**config.mk**
```make
export PLATFORM = sky130hd
export DESIGN_NAME = pll_lock_reset_seq_flat
export DESIGN_NICKNAME = d
export VERILOG_FILES = /design/src/rtl/pll_lock_reset_seq_if.sv /design/src/rtl/pll_lock_reset_seq.sv /design/src/flat_wrapper.sv
export SDC_FILE = /design/constraint.sdc
export NUM_CORES = 1
export LEC_CHECK = 0
export ABC_CLOCK_PERIOD_IN_PS = 6380
export CORE_MARGIN = 8
export CORE_UTILIZATION = 45
export CTS_CLUSTER_SIZE = 8
export DETAILED_ROUTE_END_ITERATION = 6
export PLACE_DENSITY_LB_ADDON = 0.2
export SLEW_MARGIN = 20
export SYNTH_ARGS = -nofsm -noshare
export SYNTH_HDL_FRONTEND = slang
export SYNTH_SLANG_ARGS = --single-unit
```
**constraint.sdc**
```tcl
create_clock -name clk -period 6.38 [get_ports clk]
set_input_delay 1.276 -clock clk [delete_from_list [all_inputs] [get_ports clk]]
set_output_delay 1.276 -clock clk [all_outputs]
set_load 0.02 [all_outputs]
```
**src/rtl/pll_lock_reset_seq_if.sv**
```systemverilog
// Status/control bundle between the PLL lock reset sequencer and its user.
// master drives the lock flag and soft request; slave is the sequencer.
interface pll_lock_reset_seq_if;
    logic       pll_locked;
    logic       soft_rst_req;
    logic       sys_rst;
    logic       ready;
    logic [7:0] lock_loss_cnt;

    modport master (
        output pll_locked,
        output soft_rst_req,
        input  sys_rst,
        input  ready,
        input  lock_loss_cnt
    );

    modport slave (
        input  pll_locked,
        input  soft_rst_req,
        output sys_rst,
        output ready,
        output lock_loss_cnt
    );
endinterface

```
**src/rtl/pll_lock_reset_seq.sv**
```systemverilog
// PLL lock qualifier and synchronous system-reset sequencer (WAIT_LOCK -> HOLD -> RUN).
// Define LOCK_LOSS_COUNT_EN to build the saturating lock-loss counter; otherwise it reads 0.
module pll_lock_reset_seq #(
    parameter int SYNC_STAGES        = 2,
    parameter int LOCK_STABLE_CYCLES = 1024,
    parameter int RST_HOLD_CYCLES    = 16,
    parameter int CNT_W              = 16
) (
    input logic                 clk,
    input logic                 rst,
    pll_lock_reset_seq_if.slave bus
);

    localparam logic [1:0] ST_WAIT_LOCK = 2'd0;
    localparam logic [1:0] ST_HOLD      = 2'd1;
    localparam logic [1:0] ST_RUN       = 2'd2;

    localparam logic [CNT_W-1:0] STABLE_LAST = CNT_W'(LOCK_STABLE_CYCLES - 1);
    localparam logic [CNT_W-1:0] HOLD_LAST   = CNT_W'(RST_HOLD_CYCLES - 1);

    logic [SYNC_STAGES-1:0] sync_q;
    logic                   locked_s;
    logic [1:0]             state_q, state_d;
    logic [CNT_W-1:0]       stable_q, stable_d;
    logic [CNT_W-1:0]       hold_q, hold_d;
    logic                   sys_rst_q;
    logic                   ready_q;

    // NOTE: sequential state uses non-blocking assignments so every flop samples pre-edge values.
    always_ff @(posedge clk or posedge rst) begin
        if (rst) begin
            sync_q <= '0;
        end else begin
            sync_q <= {sync_q[SYNC_STAGES-2:0], bus.pll_locked};
        end
    end

    assign locked_s = sync_q[SYNC_STAGES-1];

    // NOTE: every always_comb output gets a default first so no path infers a latch.
    always_comb begin
        state_d  = state_q;
        stable_d = stable_q;
        hold_d   = hold_q;
        case (state_q)
            ST_WAIT_LOCK: begin
                if (!locked_s) begin
                    stable_d = '0;
                end else if (stable_q == STABLE_LAST) begin
                    state_d  = ST_HOLD;
                    stable_d = '0;
                    hold_d   = '0;
                end else begin
                    stable_d = stable_q + 1'b1;
                end
            end
            ST_HOLD: begin
                if (!locked_s) begin
                    state_d  = ST_WAIT_LOCK;
                    stable_d = '0;
                end else if (hold_q == HOLD_LAST) begin
                    state_d = ST_RUN;
                    hold_d  = '0;
                end else begin
                    hold_d = hold_q + 1'b1;
                end
            end
            ST_RUN: begin
                // Lock loss outranks a simultaneous soft request.
                if (!locked_s) begin
                    state_d  = ST_WAIT_LOCK;
                    stable_d = '0;
                end else if (bus.soft_rst_req) begin
                    state_d = ST_HOLD;
                    hold_d  = '0;
                end
            end
            default: begin
                state_d  = ST_WAIT_LOCK;
                stable_d = '0;
                hold_d   = '0;
            end
        endcase
    end

    // Outputs are registered from the next state so they change on the transition edge.
    always_ff @(posedge clk or posedge rst) begin
        if (rst) begin
            state_q   <= ST_WAIT_LOCK;
            stable_q  <= '0;
            hold_q    <= '0;
            sys_rst_q <= 1'b1;
            ready_q   <= 1'b0;
        end else begin
            state_q   <= state_d;
            stable_q  <= stable_d;
            hold_q    <= hold_d;
            sys_rst_q <= (state_d != ST_RUN);
            ready_q   <= (state_d == ST_RUN);
        end
    end

    assign bus.sys_rst = sys_rst_q;
    assign bus.ready   = ready_q;

`ifdef LOCK_LOSS_COUNT_EN
    logic       loss_evt;
    logic [7:0] loss_cnt_q;

    assign loss_evt = (state_q == ST_RUN) && !locked_s;

    always_ff @(posedge clk or posedge rst) begin
        if (rst) begin
            loss_cnt_q <= '0;
        end else if (loss_evt && (loss_cnt_q != 8'hFF)) begin
            loss_cnt_q <= loss_cnt_q + 1'b1;
        end
    end

    assign bus.lock_loss_cnt = loss_cnt_q;
`else
    assign bus.lock_loss_cnt = 8'h00;
`endif

endmodule
```
**src/flat_wrapper.sv**
```systemverilog
// flat-port wrapper written by rule: the top's interface ports become plain ports
module pll_lock_reset_seq_flat 
#(
    parameter int SYNC_STAGES        = 2,
    parameter int LOCK_STABLE_CYCLES = 1024,
    parameter int RST_HOLD_CYCLES    = 16,
    parameter int CNT_W              = 16
)
  (clk, rst, bus_pll_locked, bus_soft_rst_req, bus_sys_rst, bus_ready, bus_lock_loss_cnt);
  pll_lock_reset_seq_if bus_i ();
  input logic clk;
  input logic rst;
  input wire logic [$bits(bus_i.pll_locked)-1:0] bus_pll_locked;
  input wire logic [$bits(bus_i.soft_rst_req)-1:0] bus_soft_rst_req;
  output wire logic [$bits(bus_i.sys_rst)-1:0] bus_sys_rst;
  output wire logic [$bits(bus_i.ready)-1:0] bus_ready;
  output wire logic [$bits(bus_i.lock_loss_cnt)-1:0] bus_lock_loss_cnt;
  assign bus_i.pll_locked = bus_pll_locked;
  assign bus_i.soft_rst_req = bus_soft_rst_req;
  assign bus_sys_rst = bus_i.sys_rst;
  assign bus_ready = bus_i.ready;
  assign bus_lock_loss_cnt = bus_i.lock_loss_cnt;
  pll_lock_reset_seq #(.SYNC_STAGES(SYNC_STAGES), .LOCK_STABLE_CYCLES(LOCK_STABLE_CYCLES), .RST_HOLD_CYCLES(RST_HOLD_CYCLES), .CNT_W(CNT_W)) u_core (.clk(clk), .rst(rst), .bus(bus_i));
endmodule
```
# Yosys cells after proc, flatten, opt, wreduce, memory -nomap -nowiden
# Cells that the tools add are included.
[totals] out_inout_bits=10 in_bits=4 reg_bits=38 wordCells=41
[classes] n_addsub=2 muxes=18 reduce_logical=3 n_eq_ne=12
[ops] cell="2-to-1 mux 16 bit" n=9
[ops] cell="one-hot mux 16 bit (3 select lines)" n=1
[ops] cell="adder 16 x 1 -> 16 bit (second input constant)" n=2
[ops] cell="one-hot mux 16 bit (2 select lines)" n=1
[ops] cell="== test 16 x 10 -> 1 bit (second input constant)" n=1
[ops] cell="== test 16 x 4 -> 1 bit (second input constant)" n=1
[ops] cell="2-to-1 mux 2 bit" n=6
[ops] cell="!= test 2 x 1 -> 1 bit (second input constant)" n=4
[ops] cell="!= test 2 bit (second input constant)" n=3
[ops] cell="one-hot mux 2 bit (3 select lines)" n=1
[ops] cell="AND reduction 5 bit" n=1
[ops] cell="== test 2 bit (second input constant)" n=2
[ops] cell="== test 2 x 1 -> 1 bit (second input constant)" n=1
[ops] cell="zero test 2 bit" n=1
[ops] cell="OR reduction 2 bit" n=1

# Longest topological paths before layout
[depth] word_depth=5 ltp_mapped=9 mapped_depth_nobuf=7

# Worst setup path before layout
# OpenSTA, ideal clock, no wires.
[synth_timing] kind="input -> register" from="input port bus_soft_rst_req" to="register u_core.hold_q[12]" t_required_ps=6297 path_stages=6 n_path_buf=1 arrival_time_ps=2212 slack_ps=4085 setup_time_ps=83 cell_sequence="nor2b_1 > nor2_1 > nand3_2 > buf_2 > or3_1 > o21ai_0"
[synth_via] elab_chain_cells=2
[synth_lines] item="start: declaration" line="flat_wrapper.sv:14" source="input wire logic [$bits(bus_i.soft_rst_req)-1:0] bus_soft_rst_req;"
[synth_lines] item="!= test 2 bit (no line)"
[synth_lines] item="AND reduction 5 bit (no line)"
[synth_lines] item="end signal: assignment" line="pll_lock_reset_seq.sv:97" source="hold_q <= hold_d;"
[synth_lines] item="end: declaration" line="pll_lock_reset_seq.sv:25" source="logic [CNT_W-1:0] hold_q, hold_d;"
# No other way between the ends.
# A chain may end at the register's enable or synchronous reset.

# Worst setup path in the final report
[layout_timing] from="register u_core.stable_q[10]" to="register u_core.hold_q[4]"
[layout_via] elab_chain_cells=3
[layout_lines] item="start: declaration" line="pll_lock_reset_seq.sv:24" source="logic [CNT_W-1:0] stable_q, stable_d;"
[layout_lines] item="start signal: assignment" line="pll_lock_reset_seq.sv:96" source="stable_q <= stable_d;"
[layout_lines] item="== test 16 x 10 -> 1 bit" line="pll_lock_reset_seq.sv:49" source="end else if (stable_q == STABLE_LAST) begin"
[layout_lines] item="!= test 2 x 1 -> 1 bit (no line)"
[layout_lines] item="AND reduction 5 bit (no line)"
# No other way between the ends.

==> results.md <==
- Outcome: finished clean
- Pin count of the biggest net entering global routing: 39
- Crit path launch type: flip-flop
- Worst R2R Setup Slack: ~3.6 ns
- CTS sink cnt: 38
- Hold path endpoint: u_core.sync_q[1]$_DFF_PP0_
- Post-CTS Setup Bufs: 0
- Routed length on met3: between 200 and 250 um
- Final TNS setup: 0 ns
- Worst-path clk slew: 0.08 ns
- Top Layer Used: met4
- Number of max-cap violations: 0
- RSZ-0062 raised after global routing: false
- Worst R2R End: u_core.hold_q[4]$_DFFE_PP0P_
- Number of core rows: 25
- Commonest non-fill, non-tap cell in the layout: dfrtp_1
- Final Wtd Congestion: approximately 0.86
- Post-synth cell types: between 40 and 50
- DP HPWL: 3290 um
- First-pass GRT wire length: ~8300 um
- GRT overflow: 0
- Initial Utilization: a little under half
- Slew HR: ~47%
- Placed insts: between 300 and 400
- Reg2reg path depth: 5
- Synth warnings: 0
- Worst hold stages: 0
- CP Max Fanout: 15
- Crit. End Element: flip-flop
- Synthesized area: roughly 2200 um^2
- CP required: approximately 6.6 ns
- Number of synthesized register bits: 38
- Vias in the first global route: approximately 1700
- Antenna diodes: 0
- Worst skew pair latency: about 0.3 ns
- Synth top area share: around two fifths
- Residual DRC: 0
- Most frequent cells in the layout: dfrtp_1 (37), nor2_1 (25), o21ai_0 (24)
- Cells after Synth: ~260
- CTS Hold Bufs: 0
- Yosys top cell by area: dfrtp_1
- CTS tree: built
- F_max: between 300 and 400 MHz
- Max H-tree Level: 2
- Die width: 86.7 um
- Synth area leaders: dfrtp_1 (41%), o21ai_0 (5.3%), nor2_1 (4.2%), nand2_1 (3.8%), ha_1 (3.3%)
- Mean Syn Cell Area: 8.68 um^2
- Layout cells sized above 1: under 10%
- Final Hold Viols: 0
- Clock root cell: clkbuf_8
- Fin nets: approximately 270
- DRT iter0 DRCs: 55
- Tmin final: around 2.8 ns
- Final Cycle Share: 43.3%
- Power Dens Cells: approximately 210 nW/um^2
- Clock skew: 0.00630 ns
- Vias per cell: 5.62
- Fill cell count: 478
- Core area: approximately 4800 um^2
- Pleak: 0.994 nW
- DRT met1 WL: approximately 2300 um
- FFs w/ async S/R, synth: 100%
- Initial antenna violation count: 0
- Met2 routed WL: approximately 2300 um
- Vias: between 1500 and 2000
- WL per Instance: 14.5 um
- Overall die height: between 80 and 90 um
- Area Overhead vs Synth: 9.68%
- Die area: about 7500 um^2
- IO Pins: 14
- Drt pass-1 iters: 4
- Worst R2R Start: u_core.stable_q[10]$_DFFE_PP0P_
- Final wirelength: 4770 um
- Total Routing Usage GR: roughly 14%
- Final setup fails: 0
- Layout Cells excl Fill: 330
- Final Max Slew Viols: 0
- Post-DRT Antenna Nets: 0
- Register area share after synthesis: a little over two fifths
- Maximum VDD drop: between 100 and 150 uV
- PostCTS Resize Cnt: 0
- Top FF cell, synth: dfrtp_1
- Critical path class: flip-flop to flip-flop
- Slew @ Worst Pin: roughly 0.8 ns
- Cts bufs inserted: 5
- CTS max path bufs: 2
- HP Start: u_core.sync_q[0]$_DFF_PP0_
- PortBufs: 5
- Number of synthesized flops with an enable pin: 0
- WP data arrival: 2.93 ns
- HP Class: flip-flop to flip-flop
-- Yosys cell counts (2+ instances only) --
cell      instances
nand4_1           7
o21ai_0          24
nor3_1            3
nor3b_1           2
xnor2_1           8
a31oi_1           6
nand3_1          14
ha_1              6
nand2_1          23
buf_2             2
clkbuf_1          8
and2_1            4
o41ai_1           3
nor2_1           25
or3_1             7
or4_1             2
a21oi_1          13
dfrtp_1          37
nor2b_1           6
nor4_1            5
and4_1            3
a22oi_1           2
o31ai_1           2
inv_1            13
and3_1            3
buf_4             8
a211o_1           2
a21boi_0          2
-- sequential cells by signal (all words and copies together) (netlist names) --
signal and cells:
u_core.stable_q 16, u_core.bus.ready 1, u_core.hold_q 16, u_core.bus.sys_rst 1
u_core.state_q 2, u_core.sync_q 2
-- cell type report --
cell class	instances	area (um^2)	area share [%]
Timing Repair Buffer	7	65.1	2.64
Sequential cell	38	952	38.6
Multi-Input combinational cell	197	1170	47.6
Inverter	13	48.8	1.98
Clock inverter	2	60.1	2.44
Clock buffer	6	82.6	3.35
Tap cell	67	83.8	3.40
-- worst max-delay path: stages (launching register included) --
cell     delay (ns)
dfrtp_1        0.41
or4_4          0.56
o41ai_4        0.78
nand2_1        0.48
o21ai_0        0.29
o31ai_1        0.12
-- logic make-up (layout without fill, tap and decap cells) --
kind of cell | after synthesis | count (layout) | synth area share (%)
adder cells (fa/ha/maj) | 6 | 6 | 3.34
buffers and inverters | 31 | 28 | 6.62
XOR/XNOR | 8 | 8 | 3.12
AND/OR/NAND/NOR | 110 | 110 | 25.7
AO/OA/AOI/OAI | 65 | 65 | 18.8
other | 1 | 8 | 0.167
flip-flops | 38 | 38 | 42.3
-- metrics by stage --
step	area [um^2]	util (%)	total power (W)	setup slack, ns	hold WS [ns]
3_3_place_gp	2320	48.5	0.000270	3.42	0.332
6_report	2470	51.5	0.000522	3.62	0.352
5_1_grt	2470	51.5	0.000545	3.40	0.375
4_1_cts	2470	51.5	0.000528	3.61	0.357
2_1_floorplan	2270	-	0.000268	4.09	0.331
3_5_place_dp	2320	48.5	0.000271	3.33	0.339
-- layer usage --
| metal | vias to the layer above | GRT usage [%] |
|---|---|---|
| met2 | 27 | 21.9 |
| met3 | 4 | 3.59 |
| met5 | - | 0 |
| met4 | 0 | 4.54 |
| li1 | 921 | - |
| met1 | 902 | 17.7 |
-- worst max-delay path by stage --
stage          cells past startpoint                            end                             from
2_1_floorplan                      6  u_core.hold_q[12]$_DFFE_PP0P_                 bus_soft_rst_req
3_3_place_gp                       6   u_core.hold_q[9]$_DFFE_PP0P_                 bus_soft_rst_req
3_5_place_dp                       6   u_core.hold_q[9]$_DFFE_PP0P_                 bus_soft_rst_req
4_1_cts                            5   u_core.hold_q[4]$_DFFE_PP0P_  u_core.stable_q[10]$_DFFE_PP0P_
5_1_grt                            5   u_core.hold_q[4]$_DFFE_PP0P_  u_core.stable_q[10]$_DFFE_PP0P_
6_report                           5   u_core.hold_q[4]$_DFFE_PP0P_  u_core.stable_q[10]$_DFFE_PP0P_
-- report_power, final --
part           total (W)  internal [W]  switching (W)  leakage [nW]
clock network   0.000256      0.000167      0.0000896        0.0714
registers       0.000245      0.000243     0.00000248         0.521
logic          0.0000203    0.00000613      0.0000142         0.402
total           0.000522      0.000416       0.000106         0.994
Note: power is estimated with default switching activity, not from simulation.
